[src/rtl/correlator_packet_framer.sv]
// Correlator readout packet framer: snapshots header/payload/timestamp and streams them MSB-first as ASCII hex or raw bytes, ending with 0x0D.
// Optional CRC-16/CCITT trailer is compiled in when PACKET_CRC_EN is defined.
module correlator_packet_framer #(
    parameter int NUM_WORDS  = 16,
    parameter int RESOLUTION = 24,
    parameter int BINARY     = 0,
    parameter int DROP_W     = 8
) (
    input  logic                            intclk,
    input  logic                            reset,
    input  logic                            capture,
    input  logic [63:0]                     header,
    input  logic [NUM_WORDS*RESOLUTION-1:0] payload,
    input  logic [63:0]                     timestamp,
    output logic [7:0]                      tx_data,
    output logic                            tx_valid,
    input  logic                            tx_ready,
    output logic                            busy,
    output logic [DROP_W-1:0]               dropped
);

    localparam int PAY_BITS  = NUM_WORDS * RESOLUTION;
    localparam int PAY_BYTES = (PAY_BITS + 7) / 8;
    localparam int B         = 16 + PAY_BYTES;
    localparam int FRAME_W   = 8 * B;
`ifdef PACKET_CRC_EN
    localparam int TX_BYTES  = B + 2;
`else
    localparam int TX_BYTES  = B;
`endif
    localparam int N_CHARS   = (BINARY != 0) ? TX_BYTES : 2 * TX_BYTES;
    localparam int IDX_W     = $clog2(2 * TX_BYTES + 2);
    localparam logic [IDX_W-1:0] LAST_CHAR = IDX_W'(N_CHARS - 1);
`ifdef PACKET_CRC_EN
    localparam logic [IDX_W-1:0] LAST_FRAME_CHAR = IDX_W'((BINARY != 0) ? B - 1 : 2 * B - 1);
`endif

    typedef enum logic [1:0] {IDLE, LOAD, SEND, TERM} state_t;

    state_t                 state_q, state_d;
    logic                   cap_q, cap_prev_q;
    logic [FRAME_W-1:0]     frame_q, frame_d;
    logic [IDX_W-1:0]       idx_q, idx_d;
    logic [DROP_W-1:0]      dropped_q, dropped_d;
`ifdef PACKET_CRC_EN
    logic [15:0]            crc_q, crc_d;
`endif

    logic [8*PAY_BYTES-1:0] pay_ext;
    logic                   cap_edge;
    logic                   accept;
    logic                   byte_done;
    logic [7:0]             top_byte;
    logic [3:0]             nib;
    logic [7:0]             send_char;

    function automatic logic [7:0] hex_char(input logic [3:0] n);
        return (n < 4'd10) ? 8'h30 + {4'h0, n} : 8'h37 + {4'h0, n};
    endfunction

`ifdef PACKET_CRC_EN
    function automatic logic [15:0] crc_step(input logic [15:0] c, input logic [7:0] d);
        logic [15:0] r;
        r = c ^ {d, 8'h00};
        for (int i = 0; i < 8; i++) begin
            r = r[15] ? ({r[14:0], 1'b0} ^ 16'h1021) : {r[14:0], 1'b0};
        end
        return r;
    endfunction
`endif

    always_comb begin
        pay_ext = '0;
        pay_ext[PAY_BITS-1:0] = payload;
    end

    // Two-stage capture history so the request edge is registered before the snapshot.
    assign cap_edge  = cap_q & ~cap_prev_q;
    assign tx_valid  = (state_q == SEND) || (state_q == TERM);
    assign busy      = (state_q != IDLE);
    assign dropped   = dropped_q;
    assign accept    = tx_valid & tx_ready;
    assign top_byte  = frame_q[FRAME_W-1 -: 8];
    assign byte_done = accept && (state_q == SEND) && ((BINARY != 0) || idx_q[0]);
    assign nib       = idx_q[0] ? top_byte[3:0] : top_byte[7:4];
    assign send_char = (BINARY != 0) ? top_byte : hex_char(nib);

    always_comb begin
        tx_data = 8'h00;
        if (state_q == SEND) begin
            tx_data = send_char;
        end else if (state_q == TERM) begin
            tx_data = 8'h0D;
        end
    end

    always_comb begin
        state_d   = state_q;
        frame_d   = frame_q;
        idx_d     = idx_q;
        dropped_d = dropped_q;
`ifdef PACKET_CRC_EN
        crc_d     = crc_q;
`endif
        if (cap_edge && (state_q != IDLE) && (dropped_q != {DROP_W{1'b1}})) begin
            dropped_d = dropped_q + 1'b1;
        end
        case (state_q)
            IDLE: begin
                if (cap_edge) begin
                    frame_d = {header, pay_ext, timestamp};
                    idx_d   = '0;
`ifdef PACKET_CRC_EN
                    crc_d   = 16'hFFFF;
`endif
                    state_d = LOAD;
                end
            end
            LOAD: state_d = SEND;
            SEND: begin
                if (accept) begin
                    idx_d = idx_q + 1'b1;
                    if (idx_q == LAST_CHAR) begin
                        state_d = TERM;
                    end
                end
                if (byte_done) begin
                    frame_d = {frame_q[FRAME_W-9:0], 8'h00};
`ifdef PACKET_CRC_EN
                    // The CRC is folded in as bytes leave, then parked at the top of the shifter behind the timestamp.
                    if (idx_q <= LAST_FRAME_CHAR) begin
                        crc_d = crc_step(crc_q, top_byte);
                    end
                    if (idx_q == LAST_FRAME_CHAR) begin
                        frame_d[FRAME_W-1 -: 16] = crc_step(crc_q, top_byte);
                    end
`endif
                end
            end
            TERM: begin
                if (accept) begin
                    state_d = IDLE;
                end
            end
            default: state_d = IDLE;
        endcase
    end

    always_ff @(posedge intclk or negedge reset) begin
        if (!reset) begin
            state_q    <= IDLE;
            cap_q      <= 1'b0;
            cap_prev_q <= 1'b0;
            frame_q    <= '0;
            idx_q      <= '0;
            dropped_q  <= '0;
`ifdef PACKET_CRC_EN
            crc_q      <= '0;
`endif
        end else begin
            state_q    <= state_d;
            cap_q      <= capture;
            cap_prev_q <= cap_q;
            frame_q    <= frame_d;
            idx_q      <= idx_d;
            dropped_q  <= dropped_d;
`ifdef PACKET_CRC_EN
            crc_q      <= crc_d;
`endif
        end
    end

endmodule

[config.mk]
export PLATFORM = sky130hd
export DESIGN_NAME = correlator_packet_framer
export DESIGN_NICKNAME = d
export VERILOG_FILES = /design/src/rtl/correlator_packet_framer.sv
export SDC_FILE = /design/constraint.sdc
export NUM_CORES = 1
export LEC_CHECK = 0
export ABC_AREA = 1
export CAP_MARGIN = 20
export CORE_UTILIZATION = 50
export DETAILED_ROUTE_END_ITERATION = 6
export PLACE_DENSITY = 0.79
export SYNTH_ARGS = -nofsm -noshare
export SYNTH_HDL_FRONTEND = slang
export SYNTH_SLANG_ARGS = --single-unit
[constraint.sdc]
create_clock -name intclk -period 4.7 [get_ports intclk]
set_input_delay 0.705 -clock intclk [delete_from_list [all_inputs] [get_ports intclk]]
set_output_delay 0.705 -clock intclk [all_outputs]
set_load 0.05 [all_outputs]
==> summary.md <==
| Metric | Value |
|---|---|
| Num CTS Buffers | `56` |
| Mapped cell area | `about 25000 sq um` |
| Drt pass-1 iters | `7` |
| Worst Skew | `9.363 ps` |
| Starting density of the core | `50.54%` |
| Fillers | `around 3800` |
| Setup Buffers After CTS | `0` |
| Total Power | `approximately 0.022 W` |
| Clock latency on the worst-skew pair | `600 ps` |
| Clock Sink Count | `532` |
| Worst Path Required | `about 4000 ps` |
| WL/cell | `18.75 microns` |
| Clock transition at path regs | `around 60 ps` |
| First-pass GRT wire length | `approximately 100000 microns` |
| Post-route ant nets | `0` |
| Worst Setup Start Kind | `flip-flop` |
| Fin util | `around 66%` |
| Least-Margin Pin Slew | `1053 ps` |
| Max FO, Critical Path | `12` |
| Count of pins over their slew limit | `0` |
| Hold crit path type | `input pin to async pin` |
| Cell Pwr Density | `682.6 nW/um^2` |
| Status | `finished clean` |
| CTS tree | `done` |
| Post-synth EDFFs | `0` |
| Mapped Cells | `about 2400` |
| Crit path capture type | `primary output` |
| Post-synth cell types | `24` |
| Placer Congestion | `just under 0.9` |
| Iter 0 DRT Violations | `1357` |
| CTS H-tree lvls | `2` |
| Final hold violations | `0` |
| Synthesis Warnings | `0` |
| Setup violators final | `0` |
| Largest net degree at the start of global routing | `245` |
| Synth Flop Type | `dfrtp_1` |
| VDD IR max | `0.5674 mV` |
| Clk buf depth | `3` |
| Setup TNS | `0 ps` |
| Die ar. | `~50000 sq um` |
| Total GRT Usage | `26.56%` |
| I/O pins | `534` |
| Layout cells sized above 1 | `under 10%` |
| Hold_buf cts | `0` |
| Post-synth ARST share | `100.0%` |
| Die width | `224.2 microns` |
| Number of global-route vias before repair | `19530` |
| Final WL | `67420 microns` |
| Crit path DAT | `slightly above 3000 ps` |
| RSZ-0062 raised after global routing | `no` |
| Vias | `19100` |
| Die Y | `224.2 microns` |
| Drc violations | `0` |
| Post-DR vias/cell | `5.312` |
| Root Driver | `clkbuf_16` |
| Layout Nets | `~3400` |
| CP Class | `flip-flop to primary output` |
| Crit-path cells | `inv_1 > nand2_1 > nand2_1 > ha_1 > inv_1 > nor2_1 > nor3_1 > clkdlybuf4s50_1` |
| Fmax | `264.4 MHz` |
| Mapped Nets | `2946` |
| Initial antenna violation count | `35` |
| Core outline area | `between 40000 and 50000 sq um` |
| Slowest-stage cell, CP | `clkdlybuf4s50_1` |
| Area grow syn2layout | `30.09%` |
| Num rows | `81` |
| Sequential area share after synthesis | `53.93%` |
| PortBufs | `532` |
| PostCTS Resize Cnt | `0` |
| Yosys reg bits | `532` |
| Clock period minus worst slack | `3783 ps` |
| Global route overflow | `0` |
| Max-Cap Viols | `0` |
| Slew HR | `around 30%` |
| Fin crit share | `80.49%` |
| Synth Area per Inst | `10.18 sq um` |
| CP max stage delay | `890 ps` |
| Detailed Place HPWL | `between 40000 and 50000 microns` |
| Leak | `around 14 nW` |
[where the power goes]
| group | switching [W] | internal (W) |
|---|---|---|
| Sequential | 0.00138 | 0.00688 |
| Combinational | 0.00554 | 0.00371 |
| Clock | 0.00185 | 0.00257 |
[cells in the final DEF (no fill, tap or decap), drive strengths merged, types with 4 or more instances in the layout]
cell / count
clkinv: 13
buf: 26
nor2: 13
diode: 21
nand4: 6
o21ai: 516
ha: 6
inv: 34
clkdlybuf4s50: 531
xnor2: 4
nand2: 607
mux2i: 504
nand3: 19
dfrtp: 532
clkbuf: 83
[critical path, delay by kind of cell, from the launching register on]
kind	cells	cell delay (ps)
buf+inv	3	1130
fa+ha+maj	1	280
simple gates	4	480
flops	1	580
[flip-flops by register name, summed over array words and instances (netlist names)]
| register | count |
|---|---|
| frame_q | 512 |
| dropped | 8 |
| state_q | 2 |
| idx_q | 8 |
| cap_q | 1 |
| cap_prev_q | 1 |
[synthesized netlist by cell type (2+ instances only)]
library cell	number	area, sq um
inv_2	3	11.26
o21ai_1	201	1006
dfrtp_1	532	13310
buf_2	116	580.6
ha_1	6	75.07
xnor2_1	4	35.03
o21bai_1	2	15.01
clkbuf_1	33	123.9
a21oi_1	2	10.01
xor2_1	2	17.52
buf_4	2	15.01
mux2i_1	504	5045
nand3_1	19	95.09
nand4_1	6	37.54
o21ai_0	315	1577
nand2_1	607	2278
nor2_1	13	48.80
buf_6	23	259.0
nor3_1	2	10.01
inv_1	28	105.1
[final cells by class]
| type | count | area [sq um] | area share [%] |
|---|---|---|---|
| Inverter | 31 | 116.4 | 0.3623 |
| Antenna cell | 21 | 52.55 | 0.1636 |
| Clock inverter | 20 | 166.4 | 0.5181 |
| Multi-Input combinational cell | 1687 | 10300 | 32.07 |
| Clock buffer | 83 | 1674 | 5.213 |
| Sequential cell | 532 | 13310 | 41.45 |
| Timing Repair Buffer | 557 | 5663 | 17.63 |
| Tap cell | 664 | 830.8 | 2.587 |
[per-layer routing]
metal | track usage (%) | wire length, microns | vias to the layer above
met5 | 0 | 179 | -
met4 | 12.97 | 3165 | 28
met3 | 8.093 | 5401 | 181
met2 | 42.24 | 31210 | 613
met1 | 32.98 | 27470 | 9080
li1 | - | - | 9194
[cells by family (layout without fill, tap and decap cells)]
group	count (synthesis)	in the layout	share of synthesized area, %
and+or+nand+nor	648	648	10.03
DFF	532	532	53.93
AOI/OAI and AO/OA	522	522	10.64
muxes	504	504	20.43
buffers and inverters	205	691	4.435
adders and majority gates	6	6	0.3041
xor gates and xnor gates	6	6	0.2129
other	1	22	0.01519
[final timing paths]
| check | to | startpoint | slack, ps | cells after the start |
|---|---|---|---|---|
| setup / recovery | tx_data[1] | idx_q[0]$_DFFE_PN0P_ | 920 | 8 |
| max in group asynchronous | frame_q[157]$_DFFE_PN0P_ | reset | 3300 | 2 |
| setup reg to reg | frame_q[508]$_DFFE_PN0P_ | state_q[0]$_DFFE_PN0P_ | 1580 | 6 |
| hold reg to reg | cap_prev_q$_DFF_PN0_ | cap_q$_DFF_PN0_ | 420 | 0 |
| min in group intclk | cap_prev_q$_DFF_PN0_ | cap_q$_DFF_PN0_ | 420 | 0 |
| hold / removal | frame_q[366]$_DFFE_PN0P_ | reset | 170 | 1 |
[through the flow]
step / hold WS [ps] / setup WS, ps / area (sq um) / cells
after floorplan: 353.7 / 1627 / 24690 / 2424
after global placement: 404.7 / 1588 / 30190 / 3469
after detailed placement: 393.9 / 1522 / 30190 / 3469
after CTS: 205.5 / 887.3 / 32030 / 3572
after global routing: 198.1 / 753.4 / 32110 / 3594
final: 167.9 / 917.1 / 32120 / 3595
No activity file was read; power rests on OpenSTA's default activity.
